## src/rtl/mix_engine_if.sv

```systemverilog
// SDRAM read port and audio stream of the mix engine, bundled as one interface.
// The engine drives through the master modport; SDRAM model/arbiter and audio sink use slave.
interface mix_engine_if #(
    parameter int SAMPLE_W = 16,
    parameter int ADDR_W   = 23
);
    logic                    mix_read;
    logic [ADDR_W-1:0]       mix_addr;
    logic [2*SAMPLE_W-1:0]   mix_readdata;
    logic                    mix_sdram_finished;
    logic                    mix_audio_valid;
    logic [2*SAMPLE_W-1:0]   mix_audio_data;
    logic                    mix_audio_ready;

    modport master (
        output mix_read, mix_addr, mix_audio_valid, mix_audio_data,
        input  mix_readdata, mix_sdram_finished, mix_audio_ready
    );

    modport slave (
        input  mix_read, mix_addr, mix_audio_valid, mix_audio_data,
        output mix_readdata, mix_sdram_finished, mix_audio_ready
    );
endinterface

```

## src/rtl/mix_engine.sv

```systemverilog
// N-channel SDRAM-fed stereo mixer: header/fetch rounds, per-half summing, repeated audio output.
// Optional macro MIX_SATURATE_EN clamps each summed half instead of wrapping.
module mix_engine #(
    parameter int N_CH     = 4,
    parameter int SAMPLE_W = 16,
    parameter int ADDR_W   = 23,
    parameter int REPEAT   = 2,
    parameter int READ_GAP = 8   // must be at least 1
) (
    input  logic                     i_clk,
    input  logic                     i_rst,
    input  logic [N_CH-1:0]          mix_start_ch,
    input  logic [N_CH*ADDR_W-1:0]   mix_select,
    input  logic                     mix_stop,
    output logic                     mix_done,
    output logic [N_CH-1:0]          mix_active,
    mix_engine_if.master             bus
);
    localparam int CH_W  = $clog2(N_CH);
    localparam int DW    = 2 * SAMPLE_W;
    localparam int GAP_W = $clog2(READ_GAP + 1);
    localparam int REP_W = 4;
`ifdef MIX_SATURATE_EN
    localparam int SUM_W = SAMPLE_W + CH_W;
    localparam logic signed [SUM_W-1:0] S_MAX = SUM_W'((1 << (SAMPLE_W - 1)) - 1);
    localparam logic signed [SUM_W-1:0] S_MIN = ~S_MAX;
`else
    // Wrapping keeps only the low SAMPLE_W bits, so the adder needs no headroom.
    localparam int SUM_W = SAMPLE_W;
`endif

    typedef enum logic [2:0] {S_IDLE, S_HEADER, S_FETCH, S_GAP, S_SUM, S_PLAY} state_t;

    state_t                  state_q, state_d;
    logic [CH_W-1:0]         ch_q, ch_d;
    logic [GAP_W-1:0]        gap_cnt_q, gap_cnt_d;
    logic [REP_W-1:0]        rep_cnt_q, rep_cnt_d;
    logic                    hdr_gap_q, hdr_gap_d;
    logic                    round_act_q, round_act_d;
    logic [ADDR_W-1:0]       base_q [N_CH];
    logic [ADDR_W-1:0]       base_d [N_CH];
    logic [ADDR_W-1:0]       addr_q [N_CH];
    logic [ADDR_W-1:0]       addr_d [N_CH];
    logic [ADDR_W-1:0]       end_q  [N_CH];
    logic [ADDR_W-1:0]       end_d  [N_CH];
    logic [DW-1:0]           smp_q  [N_CH];
    logic [DW-1:0]           smp_d  [N_CH];
    logic [N_CH-1:0]         active_q, active_d;
    logic [N_CH-1:0]         pending_q, pending_d;
    logic [DW-1:0]           audio_data_q, audio_data_d;
    logic                    audio_valid_q, audio_valid_d;
    logic                    done_q, done_d;
`ifdef MIX_SATURATE_EN
    logic                    ovf_q, ovf_d;
    logic                    clamp_hit;
`endif

    logic [CH_W-1:0]         first_pend;
    logic signed [SUM_W-1:0] sum_l, sum_r;
    logic [SAMPLE_W-1:0]     mix_l, mix_r;
    logic [ADDR_W-1:0]       hdr_len, addr_inc;
    logic                    last_ch;

    assign bus.mix_read        = (state_q == S_HEADER) || (state_q == S_FETCH && active_q[ch_q]);
    assign bus.mix_addr        = (state_q == S_HEADER) ? base_q[ch_q] : addr_q[ch_q];
    assign bus.mix_audio_valid = audio_valid_q;
    assign bus.mix_audio_data  = audio_data_q;
    assign mix_done            = done_q;
    assign mix_active          = active_q;

    assign hdr_len  = bus.mix_readdata[ADDR_W-1:0];
    assign addr_inc = (state_q == S_HEADER) ? base_q[ch_q] + 1'b1 : addr_q[ch_q] + 1'b1;
    assign last_ch  = (ch_q == CH_W'(N_CH - 1));

    always_comb begin
        first_pend = '0;
        for (int c = N_CH - 1; c >= 0; c--) begin
            if (pending_q[c]) first_pend = CH_W'(c);
        end
    end

    always_comb begin
        sum_l = '0;
        sum_r = '0;
        for (int c = 0; c < N_CH; c++) begin
            sum_l = sum_l + SUM_W'($signed(smp_q[c][DW-1:SAMPLE_W]));
            sum_r = sum_r + SUM_W'($signed(smp_q[c][SAMPLE_W-1:0]));
        end
    end

`ifdef MIX_SATURATE_EN
    always_comb begin
        mix_l = (sum_l > S_MAX) ? S_MAX[SAMPLE_W-1:0] :
                (sum_l < S_MIN) ? S_MIN[SAMPLE_W-1:0] : sum_l[SAMPLE_W-1:0];
        mix_r = (sum_r > S_MAX) ? S_MAX[SAMPLE_W-1:0] :
                (sum_r < S_MIN) ? S_MIN[SAMPLE_W-1:0] : sum_r[SAMPLE_W-1:0];
        clamp_hit = (sum_l > S_MAX) || (sum_l < S_MIN) || (sum_r > S_MAX) || (sum_r < S_MIN);
    end
`else
    assign mix_l = sum_l;
    assign mix_r = sum_r;
`endif

    always_comb begin
        state_d       = state_q;
        ch_d          = ch_q;
        gap_cnt_d     = gap_cnt_q;
        rep_cnt_d     = rep_cnt_q;
        hdr_gap_d     = hdr_gap_q;
        round_act_d   = round_act_q;
        base_d        = base_q;
        addr_d        = addr_q;
        end_d         = end_q;
        smp_d         = smp_q;
        active_d      = active_q;
        pending_d     = pending_q;
        audio_data_d  = audio_data_q;
        audio_valid_d = audio_valid_q;
`ifdef MIX_SATURATE_EN
        ovf_d         = (state_q == S_IDLE) ? 1'b0 : ovf_q;
`endif

        case (state_q)
            S_IDLE: begin
                if (|pending_q) begin
                    state_d = S_HEADER;
                    ch_d    = first_pend;
                end
            end
            S_HEADER: begin
                if (bus.mix_sdram_finished) begin
                    addr_d[ch_q]    = addr_inc;
                    end_d[ch_q]     = addr_inc + hdr_len;
                    active_d[ch_q]  = (hdr_len != '0);
                    pending_d[ch_q] = 1'b0;
                    hdr_gap_d       = 1'b1;
                    gap_cnt_d       = '0;
                    state_d         = S_GAP;
                end
            end
            S_FETCH: begin
                if (!active_q[ch_q]) begin
                    smp_d[ch_q] = '0;
                    state_d     = last_ch ? S_SUM : S_FETCH;
                    ch_d        = last_ch ? ch_q : ch_q + 1'b1;
                end else if (bus.mix_sdram_finished) begin
                    smp_d[ch_q]  = bus.mix_readdata;
                    addr_d[ch_q] = addr_inc;
                    if (addr_inc == end_q[ch_q]) active_d[ch_q] = 1'b0;
                    hdr_gap_d    = 1'b0;
                    gap_cnt_d    = '0;
                    state_d      = S_GAP;
                end
            end
            S_GAP: begin
                if (gap_cnt_q != GAP_W'(READ_GAP - 1)) begin
                    gap_cnt_d = gap_cnt_q + 1'b1;
                end else if (hdr_gap_q) begin
                    // Drain all pending headers before the round starts.
                    if (|pending_q) begin
                        state_d = S_HEADER;
                        ch_d    = first_pend;
                    end else begin
                        state_d     = S_FETCH;
                        ch_d        = '0;
                        round_act_d = |active_q;
                    end
                end else begin
                    state_d = last_ch ? S_SUM : S_FETCH;
                    ch_d    = last_ch ? ch_q : ch_q + 1'b1;
                end
            end
            S_SUM: begin
                if (round_act_q) begin
                    audio_data_d  = {mix_l, mix_r};
                    audio_valid_d = 1'b1;
                    rep_cnt_d     = '0;
                    state_d       = S_PLAY;
`ifdef MIX_SATURATE_EN
                    if (clamp_hit) ovf_d = 1'b1;
`endif
                end else begin
                    state_d = S_IDLE;
                end
            end
            S_PLAY: begin
                if (audio_valid_q && bus.mix_audio_ready) begin
                    if (rep_cnt_q == REP_W'(REPEAT - 1)) begin
                        audio_valid_d = 1'b0;
                        rep_cnt_d     = '0;
                        ch_d          = '0;
                        round_act_d   = |active_q;
                        if (|pending_q) begin
                            state_d = S_HEADER;
                            ch_d    = first_pend;
                        end else if (|active_q) begin
                            state_d = S_FETCH;
                        end else begin
                            state_d = S_IDLE;
                        end
                    end else begin
                        rep_cnt_d = rep_cnt_q + 1'b1;
                    end
                end
            end
            default: state_d = S_IDLE;
        endcase

        // Starts land in base_q so a running channel keeps its own address until re-headered.
        if (!mix_stop) begin
            for (int c = 0; c < N_CH; c++) begin
                if (mix_start_ch[c]) begin
                    pending_d[c] = 1'b1;
                    base_d[c]    = mix_select[c*ADDR_W +: ADDR_W];
                end
            end
        end else begin
            active_d      = '0;
            pending_d     = '0;
            rep_cnt_d     = '0;
            audio_valid_d = 1'b0;
            state_d       = S_IDLE;
        end

        done_d = (state_d == S_IDLE) && (state_q != S_IDLE);
    end

    always_ff @(posedge i_clk or posedge i_rst) begin
        if (i_rst) begin
            state_q       <= S_IDLE;
            ch_q          <= '0;
            gap_cnt_q     <= '0;
            rep_cnt_q     <= '0;
            hdr_gap_q     <= 1'b0;
            round_act_q   <= 1'b0;
            active_q      <= '0;
            pending_q     <= '0;
            audio_data_q  <= '0;
            audio_valid_q <= 1'b0;
            done_q        <= 1'b0;
`ifdef MIX_SATURATE_EN
            ovf_q         <= 1'b0;
`endif
            for (int c = 0; c < N_CH; c++) begin
                base_q[c] <= '0;
                addr_q[c] <= '0;
                end_q[c]  <= '0;
                smp_q[c]  <= '0;
            end
        end else begin
            state_q       <= state_d;
            ch_q          <= ch_d;
            gap_cnt_q     <= gap_cnt_d;
            rep_cnt_q     <= rep_cnt_d;
            hdr_gap_q     <= hdr_gap_d;
            round_act_q   <= round_act_d;
            active_q      <= active_d;
            pending_q     <= pending_d;
            audio_data_q  <= audio_data_d;
            audio_valid_q <= audio_valid_d;
            done_q        <= done_d;
`ifdef MIX_SATURATE_EN
            ovf_q         <= ovf_d;
`endif
            base_q        <= base_d;
            addr_q        <= addr_d;
            end_q         <= end_d;
            smp_q         <= smp_d;
        end
    end
endmodule

```

## src/flat_wrapper.sv

```systemverilog
// flat-port wrapper written by rule: the top's interface ports become plain ports
module mix_engine_flat 
#(
    parameter int N_CH     = 4,
    parameter int SAMPLE_W = 16,
    parameter int ADDR_W   = 23,
    parameter int REPEAT   = 2,
    parameter int READ_GAP = 8                        
)
  (i_clk, i_rst, mix_start_ch, mix_select, mix_stop, mix_done, mix_active, bus_mix_read, bus_mix_addr, bus_mix_audio_valid, bus_mix_audio_data, bus_mix_readdata, bus_mix_sdram_finished, bus_mix_audio_ready);
  mix_engine_if #(.SAMPLE_W(SAMPLE_W), .ADDR_W(ADDR_W)) bus_i ();
  input  logic i_clk;
  input  logic i_rst;
  input  logic [N_CH-1:0] mix_start_ch;
  input  logic [N_CH*ADDR_W-1:0] mix_select;
  input  logic mix_stop;
  output logic mix_done;
  output logic [N_CH-1:0] mix_active;
  output wire logic [$bits(bus_i.mix_read)-1:0] bus_mix_read;
  output wire logic [$bits(bus_i.mix_addr)-1:0] bus_mix_addr;
  output wire logic [$bits(bus_i.mix_audio_valid)-1:0] bus_mix_audio_valid;
  output wire logic [$bits(bus_i.mix_audio_data)-1:0] bus_mix_audio_data;
  input wire logic [$bits(bus_i.mix_readdata)-1:0] bus_mix_readdata;
  input wire logic [$bits(bus_i.mix_sdram_finished)-1:0] bus_mix_sdram_finished;
  input wire logic [$bits(bus_i.mix_audio_ready)-1:0] bus_mix_audio_ready;
  assign bus_mix_read = bus_i.mix_read;
  assign bus_mix_addr = bus_i.mix_addr;
  assign bus_mix_audio_valid = bus_i.mix_audio_valid;
  assign bus_mix_audio_data = bus_i.mix_audio_data;
  assign bus_i.mix_readdata = bus_mix_readdata;
  assign bus_i.mix_sdram_finished = bus_mix_sdram_finished;
  assign bus_i.mix_audio_ready = bus_mix_audio_ready;
  mix_engine #(.N_CH(N_CH), .SAMPLE_W(SAMPLE_W), .ADDR_W(ADDR_W), .REPEAT(REPEAT), .READ_GAP(READ_GAP)) u_core (.i_clk(i_clk), .i_rst(i_rst), .mix_start_ch(mix_start_ch), .mix_select(mix_select), .mix_stop(mix_stop), .mix_done(mix_done), .mix_active(mix_active), .bus(bus_i));
endmodule
```

## config.mk

```make
export PLATFORM = sky130hd
export DESIGN_NAME = mix_engine_flat
export DESIGN_NICKNAME = d
export VERILOG_FILES = /design/src/rtl/mix_engine_if.sv /design/src/rtl/mix_engine.sv /design/src/flat_wrapper.sv
export SDC_FILE = /design/constraint.sdc
export NUM_CORES = 1
export LEC_CHECK = 0
export CAP_MARGIN = 20
export CORE_MARGIN = 2
export CORE_UTILIZATION = 46
export DETAILED_ROUTE_END_ITERATION = 7
export PLACE_DENSITY = 0.77
export SLEW_MARGIN = 10
export SYNTH_ARGS = -nofsm -noshare
export SYNTH_HDL_FRONTEND = slang
export SYNTH_SLANG_ARGS = --single-unit
```

## constraint.sdc

```tcl
create_clock -name i_clk -period 16.83 [get_ports i_clk]
set_input_delay 1.683 -clock i_clk [delete_from_list [all_inputs] [get_ports i_clk]]
set_output_delay 1.683 -clock i_clk [all_outputs]
set_load 0.005 [all_outputs]
```

# == Word-level counts from Yosys, hierarchy flattened ==
# Index checks and enable logic that the tools add are counted.
# W data, S select, Z words.
# op_classes
n_addsub,12
magnitude_cmp,4
eq_ne,28
mux,92
bitwise,7
n_reduce_logical,45
# ops
cell,count
$mux W128,2
$mux W23,9
$bwmux W92,2
$mux W92,2
$pmux W92 S2,1
$bmux W23 S2,3
$and A128 B128 Y128,1
$bwmux W128,1
$not A128 Y128,1
$add A16 B16 Y16,6
$demux W32 S2,1
$mux W4,15
$add A23 B1 Y23 const B,2
$demux W23 S2,1
$reduce_bool A3 Y1,12
$mux W3,11
$mux W32,1
$mux W2,14
$reduce_and A2 Y1,12
$add A23 B23 Y23,1
$eq A23 B23 Y1,1
$reduce_bool A23 Y1,1
$mux W1,18
$pmux W3 S6,1
37 further kinds,69
# word_totals
regBits,461
in_bits,133
out_inout_bits,62
word_cells,218

# == Logic depth before layout (Yosys ltp) ==
# Gate-level depths: netlist of the first run.
# logic_depth
word_depth,12
mapped_depth,26
depth_no_buf,21

# == Worst setup path before layout of the first run ==
# OpenSTA, ideal clock, no wires.
# synth_path
path_kind,reg-to-reg
start,register u_core.state_q[1]
end,register u_core.end_q[20] (netlist name)
setup_ns,0.125
t_arrival_ns,4.759
required_time_ns,16.705
path_slack_ns,11.946
path_stages_with_launch,26
n_path_buf,5
period_less_slack_ns,4.884
path_cell_list,dfrtp_1 > buf_2 > or3b_1 > buf_2 > buf_6 > buf_2 > buf_2 > nand2_1 > nand2_1 > ha_1 > nand4_1 > nand2_1 > nand2_1 > a21oi_1 > xnor2_1 > inv_1 > ha_1 > a21o_1 > nor4_1 > a21oi_1 > o311a_1 > o22ai_1 > o21bai_1 > a21oi_1 > xnor2_1 > mux2_2
# synth_between
elab_chain_len,4
elab_cells_between_ends,5
cone_classes,add/sub: 1; eq/ne: 1; mux: 2; reduce/logical: 1
# synth_rtl
element,line_no,rtl
start: declaration,mix_engine.sv:34,"state_t state_q, state_d;"
start signal: assignment,mix_engine.sv:251,state_q <= state_d;
$eq A3 B1 Y1,mix_engine.sv:72,assign addr_inc = (state_q == S_HEADER) ? base_q[ch_q] + 1'b1 : addr_q[ch_q] + 1'b1;
$mux W23,mix_engine.sv:72,
named net u_core.addr_inc[10],mix_engine.sv:61,"logic [ADDR_W-1:0] hdr_len, addr_inc;"
$add A23 B23 Y23,mix_engine.sv:133,end_d[ch_q] = addr_inc + hdr_len;
$bwmux W92,mix_engine.sv:133,
end signal: assignment,mix_engine.sv:267,end_q <= end_d;
end: declaration,mix_engine.sv:44,logic [ADDR_W-1:0] end_q [N_CH];
# The timed path passes the listed nets, and every way through them passes these cells.
# A chain may end at the register's enable or synchronous reset.

# == Worst setup path in the final report of the first run ==
# layout_path
start,register u_core.ch_q[1]
end,register u_core.end_q[66] (netlist name)
# layout_between
elab_chain_len,8
elab_cells_between_ends,17
cone_classes,add/sub: 3; order compare: 2; mux: 10; bitwise: 1; reduce/logical: 1
# layout_rtl
element,line_no,rtl
start: declaration,mix_engine.sv:35,"logic [CH_W-1:0] ch_q, ch_d;"
start signal: assignment,mix_engine.sv:252,ch_q <= ch_d;
$not A2 Y3 (implied by the code) *,mix_engine.sv:72,
$bmux W23 S2,mix_engine.sv:72,
$mux W23 (implied by the code) (2 in series),mix_engine.sv:72,
$add A23 B1 Y23,mix_engine.sv:72,
$mux W23 *,mix_engine.sv:72,
named net u_core.addr_inc[9],mix_engine.sv:61,
$add A23 B23 Y23 *,mix_engine.sv:133,
$bwmux W92 *,mix_engine.sv:133,
# Mark *: on every way through the listed nets, which the timed path passes. The rest lies on a longest branch. The select of a mux whose other input is x is not followed.

==> out/metrics.cfg, run 1 <==
[setup_path]
cp_slowest_stage_delay_ns = 0.86
cp-start-kind = flop
cp_cell_sequence = buf_4 -> mux4_2 -> nand3_1 -> a22oi_2 -> nand4_1 -> xnor2_1 -> inv_1 -> ha_1 -> a21o_1 -> a21o_1 -> nor4_1 -> a21oi_1 -> o311a_1 -> o22ai_1 -> o21bai_1 -> a21oi_1 -> xnor2_1 -> mux2_2
cp_top_family = compound AO/OA/AOI/OAI gates
cp_max_fo = 48
required_ns = 17.29
crit_arrival_ns = 6.46
cpMaxStageDelayCell = dfrtp_4
end_kind = flop
crit_buf_inv = 2
worstSetupPathType = reg -> reg

[sta]
fin_setup_tns_ns = 0
fmax_ghz = 0.167
period_needed_ns = 6.00
skew_ns = 0.0259
relSlewSlack_pct = 30.2
hold_viol = 0
setup_viol = 0
period_share_pct = 35.7
worstMarginPinSlew_ns = 1.05
rsz0062_at_grt = no
slew_violations = 0

[hold_path]
hold_class = reg -> reg

[global_routing]
track_usage_pct = 23.7
grt_pass1_wl_mm = 98.0
antenna_found_initial = 0
grt_pass1_vias = 17632
grt_use_met3_pct = 4.82
grt_max_degree = 123
use_met2_pct = 40.3
grt.overflow.total = 0
grt.busiest_layer = met2
gr-usage-met1_pct = 30.1

[cells_and_area]
nets = 2418
diodes = 0
stdcell_count = 2880
drive_above_1_share_pct = 16.4
area_delta_synth_final_pct = 18.5

[clocking]
cts_tree = done
clk_pin_slew_worst_paths_ns = 0.06
clk_latency_ns = 0.60
clock-sinks = 461
clockRootBuffer = clkbuf_16
cts_buffers = 49
cts_resized = 0
clk_path_buf_depth = 3
post_cts.repair.setup_buffers = 0
h-tree-depth = 2
cts_hold_buffers = 0

[synthesis]
synth_edf_count = 0
ys_seq_elements = 461
syn_inst = 2007
synth.net_count = 2257
ys.flop_type = dfrtp_1
syn_avg_cell_area_um2 = 11.6
synth_common_cells = dfrtp_1, nand2_1, o21ai_0
yosysTopAreaCell = dfrtp_1
ys.warnings.count = 0
async_reset_ff_share_pct = 100
synth_seq_area_share_pct = 49.3
yosysUniqueCellTypes = 69
synth_top_cell_area_share_pct = 49.3
synth.most_common_cell = dfrtp_1
synth.area.top_cells = dfrtp_1, mux2_2, mux4_2
synthesis.area_mm2 = 0.0234

[detailed_routing]
ant_nets = 0
avgRoutedWirePerCell_um = 21.5
drt_first_pass_iters = 7
drc_errors = 0
vias_per_cell = 5.81
vias = 16721
drt-initial-drc-count = 1248
wirelength_mm = 61.8

[power_and_ir_drop]
p_int_w = 0.00271
swShare_pct = 34.2
p_leak_nw = 12.5
power_switching_w = 0.00140
power.density_mw_per_mm2 = 148
comb_power_share_pct = 34.8
p_clk_share_pct = 27.8
ir_worst_vdd_v = 0.000101
seq_power_share_pct = 37.3

[floorplanning]
io_pins = 195
rows = 82
die_w_um = 229
start_util_pct = 46.6
core-area_mm2 = 0.0502
die_h_um = 229
die_area_mm2 = 0.0526

[placed_design]
gp_congestion = 0.900
post-place-cells = 2787
hpwl_mm = 42.0
port_buffers = 194

[status]
status = finished, final reports clean

[flow_run]
max_cap_viol_count = 0

==> worst register-to-register path, delay by kind of cell, from the launching register on <==
family                     cells  cell delay (ns)
xor gates and xnor gates       2             0.63
muxes                          2             0.71
and+or+nand+nor                3             0.57
AOI/OAI and AO/OA              8             1.88
adders and majority gates      1             0.36
buffers and inverters          2             0.86
DFF                            1             0.86
==> path summary, 6_finish.rpt <==
path	from	to	slack (ns)	cells past startpoint
setup reg to reg	u_core.ch_q[1]	u_core.end_q[66]	10.83	18
setup / recovery	u_core.ch_q[1]	u_core.end_q[66]	10.83	18
min in group asynchronous	i_rst	u_core.end_q[24]	1.64	2
max in group asynchronous	i_rst	u_core.smp_q[14]	12.72	4
hold / removal	u_core.bus.mix_audio_data[9]	u_core.bus.mix_audio_data[9]	0.47	2
hold reg to reg	u_core.bus.mix_audio_data[9]	u_core.bus.mix_audio_data[9]	0.47	2
==> metrics by stage <==
| stage | power, W | worst slack, ns | area [µm²] | hold WS [ns] | util, % |
|---|---|---|---|---|---|
| finish | 0.00411 | 10.83 | 27700 | 0.471 | 55.2 |
| detailed placement | 0.00296 | 10.89 | 25900 | 0.455 | 51.7 |
| floorplan | 0.00252 | 2.29 | 23400 | 0.441 | - |
| global placement | 0.00289 | 11.03 | 25900 | 0.450 | 51.7 |
| CTS | 0.00412 | 10.85 | 27600 | 0.468 | 55.1 |
| global route | 0.00433 | 10.32 | 27700 | 0.501 | 55.2 |
==> sequential cells by signal, indices dropped and copies added (netlist names) <==
| signal | cells |
|---|---|
| u_core.bus.mix_audio_valid | 1 |
| u_core.base_q | 92 |
| u_core.smp_q | 128 |
| u_core.round_act_q | 1 |
| u_core.mix_active | 4 |
| u_core.bus.mix_audio_data | 32 |
| u_core.hdr_gap_q | 1 |
| u_core.end_q | 92 |
| u_core.state_q | 3 |
| u_core.gap_cnt_q | 4 |
| u_core.ch_q | 2 |
| u_core.rep_cnt_q | 4 |
| u_core.addr_q | 92 |
| u_core.pending_q | 4 |
| u_core.mix_done | 1 |
==> per-layer routing <==
metal / share of wire [%] / wire [µm]
met3: 7.0 / 4320
met2: 50 / 31000
met4: 3.0 / 1830
met1: 40 / 24700
met5: 0 / 0
==> layout make-up <==
type	count	area (µm²)
fill	4042	22500
sequential	461	11500
multi-input combinational	1372	11200
timing repair buffer	220	2170
clock buffer	68	1420
tap	672	841
clock inverter	23	309
inverter	64	248
==> cells in the final DEF, fill, tap and decap left out, drive strengths merged, types with 9 or more instances in the layout <==
cell	count
fa	61
nand2b	22
mux2i	20
nand4	16
clkinv	14
a21o	13
mux2	149
nor4	14
xor2	25
o21ai	203
nor2b	9
clkbuf	68
nor3	16
nand2	333
ha	56
dfrtp	461
a21oi	58
inv	66
buf	26
nand3	19
and3	9
a22o	97
o31ai	11
clkdlybuf4s50	194
nor2	43
mux4	70
xnor2	62
==> cell families after synthesis <==
kind of cell             after synthesis  share of synthesized area, %
XOR/XNOR                              87                          3.40
flip-flops                           461                          49.3
AO/OA/AOI/OAI                        425                          11.5
multiplexers                         239                          14.9
AND/OR/NAND/NOR                      504                          9.50
buffers and inverters                174                          3.18
adder cells (fa/ha/maj)              117                          8.22
==> power by group through the flow <==
stage                     combinational, W  sequential (W)  clock, W
after floorplan                    0.00105         0.00147         0
after detailed placement           0.00141         0.00155         0
after global routing               0.00156         0.00156   0.00120
after CTS                          0.00143         0.00153   0.00116
final                              0.00143         0.00153   0.00114
after global placement             0.00136         0.00153         0
Note: power is estimated with default switching activity, not from simulation.
==> run 2: changes to the inputs <==
Clock period 16.83 ns to 6.29 ns, I/O delays scaled along.
==> run 2 against run 1 <==
Sequential share of layout area down 0.054 points. Critical path depth down 1. Routed wire length about the same. Critical path type unchanged. Largest cell class unchanged.
==> out/metrics.cfg, run 2 (same netlist as run 1, synthesis figures left out) <==
[sta]
relSlewSlack_pct = 11.4  ; -19 points
setup_viol = 0  ; unchanged
period_share_pct = 89.4  ; +54 points
worstMarginPinSlew_ns = 1.33  ; +0.283 ns
hold_viol = 0  ; unchanged
fmax_ghz = 0.178  ; +6.7%
slew_violations = 0  ; unchanged
skew_ns = 0.0353  ; +0.00941 ns
period_needed_ns = 5.62  ; -0.379 ns
setup_slack_ns = 0.666  ; -10.16 ns
rsz0062_at_grt = no

[setup_path]
worstSetupPathType = reg -> reg
cp_top_family = compound AO/OA/AOI/OAI gates
cp_cell_sequence = nor3b_2 -> buf_4 -> nand2_1 -> o22ai_2 -> nand2_1 -> xnor2_1 -> inv_1 -> ha_1 -> nand2_1 -> o21ai_0 -> a21oi_1 -> or3_1 -> a31oi_1 -> a21o_1 -> a21oi_1 -> xnor2_1 -> mux2_2
cp_slowest_stage_delay_ns = 0.72  ; -0.14 ns
cp_max_fo = 21  ; -56%
cpMaxStageDelayCell = dfrtp_1
required_ns = 6.75  ; -10.54 ns
crit_top_cell = nand2_1
end_kind = flop
cp-start-kind = flop
crit_buf_inv = 2  ; unchanged
crit_arrival_ns = 6.09  ; -0.37 ns

[global_routing]
grt_max_degree = 212  ; +72%
antenna_found_initial = 1  ; +1
track_usage_pct = 23.8  ; +0.068 points
grt.overflow.total = 0  ; unchanged
grt_pass1_wl_mm = 98.2  ; +0.20%
grt_pass1_vias = 17586  ; -0.26%

[placed_design]
post-place-ws_ns = 0.882  ; -10.01 ns
hpwl_mm = 42.0  ; about the same
port_buffers = 194  ; unchanged
dpl_cell_area_mm2 = 0.0260  ; +0.23%
gp_congestion = 0.858  ; -4.7%

[detailed_routing]
routed-wl-met3_mm = 4.11  ; -5.0%
ant_nets = 0  ; unchanged
wirelength_mm = 61.8  ; about the same
vias_per_cell = 5.80  ; about the same
drc_errors = 0  ; unchanged
highest_layer = met5
drt-initial-drc-count = 1394  ; +12%
avgRoutedWirePerCell_um = 21.4  ; -0.24%
wl_met2_mm = 30.1  ; -2.9%
vias = 16745  ; +0.14%
drt_first_pass_iters = 5  ; -2
met1_length_mm = 25.2  ; +2.2%

[cells_and_area]
regArea_mm2 = 0.0115  ; unchanged
multi_input_area_mm2 = 0.0112  ; about the same
fin_area_mm2 = 0.0277  ; +0.13%
largest_reg_flops = 128  ; unchanged
nets = 2424  ; +0.25%
final_common_cell = dfrtp_1
fill_cells = 4068  ; +0.64%
regMostFlops = u_core.smp_q
diodes = 0  ; unchanged
drive_above_1_share_pct = 16.6  ; +0.23 points
area_delta_synth_final_pct = 18.6
final_cell_mix = dfrtp_1, nand2_1, o21ai_0, clkdlybuf4s50_1, mux2_2

[floorplanning]
rows = 82  ; unchanged
die_area_mm2 = 0.0526  ; unchanged
start_util_pct = 46.6  ; unchanged
die_h_um = 229  ; unchanged
core-area_mm2 = 0.0502  ; unchanged
io_pins = 195  ; unchanged
die_w_um = 229  ; unchanged

[clocking]
h-tree-depth = 2  ; unchanged
cts_resized = 0  ; unchanged
clk_latency_ns = 0.61  ; about the same
cts_tree = done
clockRootBuffer = clkbuf_16
cts_hold_buffers = 0  ; unchanged
cts_buffers = 49  ; unchanged
post_cts.repair.setup_buffers = 0  ; unchanged
clock-sinks = 461  ; unchanged
clk_pin_slew_worst_paths_ns = 0.06  ; about the same
clk_path_buf_depth = 3  ; unchanged

[status]
status = finished, final reports clean

[power_and_ir_drop]
p_leak_nw = 12.5  ; about the same
p_int_w = 0.00723  ; +170%
p_total_w = 0.0111  ; +170%
ir_worst_vdd_v = 0.000274  ; +170%
power.density_mw_per_mm2 = 399  ; +170%
comb_power_share_pct = 35.7  ; +0.9 points
seq_power_share_pct = 36.8  ; -0.5 points
swShare_pct = 34.6  ; +0.43 points
power_switching_w = 0.00382  ; +170%
p_clk_share_pct = 27.5  ; -0.3 points

[hold_path]
hold_class = in -> async

[flow_run]
max_cap_viol_count = 0  ; unchanged

## run 2: changes by cell type in the layout (fill, tap and decap cells not counted), sizes merged
| cell | delta |
|---|---|
| clkinvlp | +3 |
| bufinv | -1 |
| clkbuf | -2 |
| clkinv | -1 |
| buf | +6 |
| inv | +1 |
## run 2: cell type report
type / count / area share [%]
clock buffers: 66 / 5.05
clock inverters: 25 / 1.12
inverters: 64 / 0.880
multi-input cells: 1372 / 40.2
flip-flops and latches: 461 / 41.6
well taps: 672 / 3.03
repair buffers: 226 / 8.05
## run 2: path summary, 6_finish.rpt
path                                               startpoint                             to  slack (ns)  depth (start not counted)
worst min-delay path                                    i_rst                u_core.end_q[5]        0.33                          2
worst max register to register              u_core.state_q[0]               u_core.end_q[88]        0.67                         17
max in group asynchronous                               i_rst              u_core.smp_q[123]        4.46                          3
min in group i_clk              u_core.bus.mix_audio_data[25]  u_core.bus.mix_audio_data[25]        0.47                          2
worst min register to register  u_core.bus.mix_audio_data[25]  u_core.bus.mix_audio_data[25]        0.47                          2
worst max-delay path                        u_core.state_q[0]               u_core.end_q[88]        0.67                         17
## run 2: through the flow
stage	cells	util [%]	hold WS, ns	TNS (ns)
floorplan	2007	-	0.441	-266.45
global placement	2793	51.8	0.452	0
detailed placement	2793	51.8	0.458	0
CTS	2884	55.2	0.330	0
global route	2886	55.3	0.341	0
finish	2886	55.3	0.333	0
## run 2: layer usage
metal / up-vias / GRT usage (%)
li1: 7440 / -
met5: - / 0
met3: 142 / 4.88
met1: 8557 / 30.9
met2: 604 / 39.2
met4: 2 / 9.31
## run 2: power by group through the flow
stage,logic (W),clock network (W),registers [W]
final,0.00394,0.00304,0.00407
after global routing,0.00430,0.00321,0.00415
after CTS,0.00393,0.00309,0.00406
after detailed placement,0.00389,0,0.00411
after global placement,0.00377,0,0.00406
after floorplan,0.00281,0,0.00392
==> run 3: changes to the inputs <==
Settings changed: REMOVE_ABC_BUFFERS set to 1.
==> run 3 against run 2 <==
Global-route usage decreased by 0.69 points. Clock power decreased by 6%. Sequential share of layout area increased by 0.17 points. Largest power group unchanged. Critical endpoint is now u_core.end_q[66]. Final area decreased by 0.41%.
==> out/metrics.cfg, run 3 (same netlist as run 1, synthesis figures left out) <==
[status]
status = finished, final reports clean

[clocking]
cts_hold_buffers = 0  ; unchanged
clk_path_buf_depth = 3  ; unchanged
cts_buffers = 48  ; -2.0%
clockRootBuffer = clkbuf_16
clk_latency_ns = 0.59  ; -0.02 ns
clk_pin_slew_worst_paths_ns = 0.06  ; about the same
clock-sinks = 461  ; unchanged
cts_resized = 0  ; unchanged
post_cts.repair.setup_buffers = 0  ; unchanged
cts_tree = done
h-tree-depth = 2  ; unchanged

[setup_path]
worstSetupPathType = reg -> reg
crit_arrival_ns = 6.11  ; +0.02 ns
cp_max_fo = 21  ; unchanged
cp-start-kind = flop
r2r_slack_ns = 0.64  ; -0.02 ns
end_kind = flop
required_ns = 6.75  ; about the same

[sta]
setup_viol = 0  ; unchanged
period_needed_ns = 5.65  ; +0.0215 ns
worstMarginPinSlew_ns = 1.09  ; -0.240 ns
rsz0062_at_grt = no
slew_violations = 0  ; unchanged
hold_viol = 0  ; unchanged
fmax_ghz = 0.177  ; -0.38%
fin_setup_tns_ns = 0  ; unchanged
skew_ns = 0.0124  ; -0.0229 ns
relSlewSlack_pct = 27.2  ; +16 points
period_share_pct = 89.8  ; +0.34 points

[detailed_routing]
drt_first_pass_iters = 6  ; +1
wirelength_mm = 59.5  ; -3.7%
vias_per_cell = 5.79  ; -0.16%
vias = 16683  ; -0.37%
wl_met2_mm = 29.2  ; -2.7%
met1_length_mm = 24.9  ; -1.4%
avgRoutedWirePerCell_um = 20.7  ; -3.5%
drt-initial-drc-count = 1441  ; +3.4%
highest_layer = met4
drc_errors = 0  ; unchanged
ant_nets = 0  ; unchanged
routed-wl-met3_mm = 3.83  ; -6.8%

[placed_design]
port_buffers = 194  ; unchanged
gp_congestion = 0.926  ; +8.0%
post-place-cells = 2792  ; -0.036%
hpwl_mm = 40.4  ; -3.7%

[power_and_ir_drop]
p_leak_nw = 12.4  ; -0.48%
power.density_mw_per_mm2 = 391  ; -1.8%
ir_worst_vdd_v = 0.000211  ; -23%

[cells_and_area]
drive_above_1_share_pct = 16.2  ; -0.45 points
area_delta_synth_final_pct = 18.1
diodes = 0  ; unchanged
stdcell_count = 2880  ; -0.21%
final_core_util_pct = 55.0  ; -0.22 points
regMostFlops = u_core.smp_q
final_common_cell = dfrtp_1
final_cell_mix = dfrtp_1, nand2_1, o21ai_0, clkdlybuf4s50_1, mux2_2
fill_cells = 4077  ; +0.22%
nets = 2422  ; -0.083%
largest_reg_flops = 128  ; unchanged

[global_routing]
grt.overflow.total = 0  ; unchanged
grt_max_degree = 157  ; -26%
grt_pass1_vias = 17833  ; +1.4%
grt_pass1_wl_mm = 96.5  ; -1.7%
track_usage_pct = 23.1  ; -0.69 points
antenna_found_initial = 0  ; -1

[floorplanning]
start_util_pct = 46.6  ; unchanged
io_pins = 195  ; unchanged
core-area_mm2 = 0.0502  ; unchanged
rows = 82  ; unchanged
die_h_um = 229  ; unchanged
die_w_um = 229  ; unchanged
die_area_mm2 = 0.0526  ; unchanged

[hold_path]
hold_class = reg -> reg

[flow_run]
max_cap_viol_count = 0  ; unchanged

==> run 3: cell types whose count changed in the layout (fill, tap and decap cells not counted), moves of 2 or more <==
cell / change
clkbuf_1: +4
clkbuf_8: -3
buf_4: -2
clkinv_2: -2
==> run 3: area by class of cell <==
class	instances	area, µm²	share of cell area [%]
flip-flops and latches	461	11500	41.8
clock buffers	67	1370	4.97
multi-input cells	1372	11200	40.4
repair buffers	225	2240	8.13
inverters	64	248	0.897
clock inverters	19	209	0.757
well taps	672	841	3.04
==> run 3: layer usage <==
layer	GRT usage [%]	vias up
met5	0	-
met4	7.31	0
met3	4.11	128
met2	39.2	583
met1	30.2	8536
li1	-	7436
==> run 3: critical path, stage by stage, from the launching register on <==
cell and delay [ns]:
dfrtp_1 0.72, nor3b_2 0.60, nand2_1 0.10, nand2_1 0.24, ha_1 0.34, nand4_1 0.11, nand2_1 0.17, nand2_1 0.23
xor2_1 0.52, inv_1 0.09, ha_1 0.24, a21o_1 0.18, a21o_1 0.20, nor4_1 0.35, a21oi_1 0.15, o311a_1 0.35
o22ai_1 0.22, o21bai_1 0.10, a21oi_1 0.18, xnor2_1 0.13, mux2_2 0.28
==> run 3: metrics by stage <==
step / setup WS (ns) / instance area [µm²] / hold WS, ns / power, W
global placement: 0.990 / 26000 / 0.450 / 0.00773
detailed placement: 0.810 / 26000 / 0.456 / 0.00794
global route: 0.288 / 27600 / 0.497 / 0.0115
CTS: 0.789 / 27600 / 0.470 / 0.0108
finish: 0.644 / 27600 / 0.466 / 0.0108
floorplan: -7.19 / 22900 / 0.441 / 0.00670
==> run 3: path summary, 6_finish.rpt <==
check                                                    from                       endpoint  cells past startpoint
worst max-delay path                        u_core.state_q[0]               u_core.end_q[66]                     20
worst min-delay path            u_core.bus.mix_audio_data[25]  u_core.bus.mix_audio_data[25]                      2
worst max register to register              u_core.state_q[0]               u_core.end_q[66]                     20
worst min register to register  u_core.bus.mix_audio_data[25]  u_core.bus.mix_audio_data[25]                      2
max in group asynchronous                               i_rst              u_core.smp_q[112]                      3
min in group asynchronous                               i_rst               u_core.base_q[4]                      2
==> run 3: report_power, final <==
| part | internal, W | total (W) | switching (W) | leakage (nW) |
|---|---|---|---|---|
| logic | 0.00179 | 0.00388 | 0.00209 | 5.65 |
| registers | 0.00364 | 0.00406 | 0.000418 | 5.97 |
| clock network | 0.00169 | 0.00287 | 0.00118 | 0.774 |
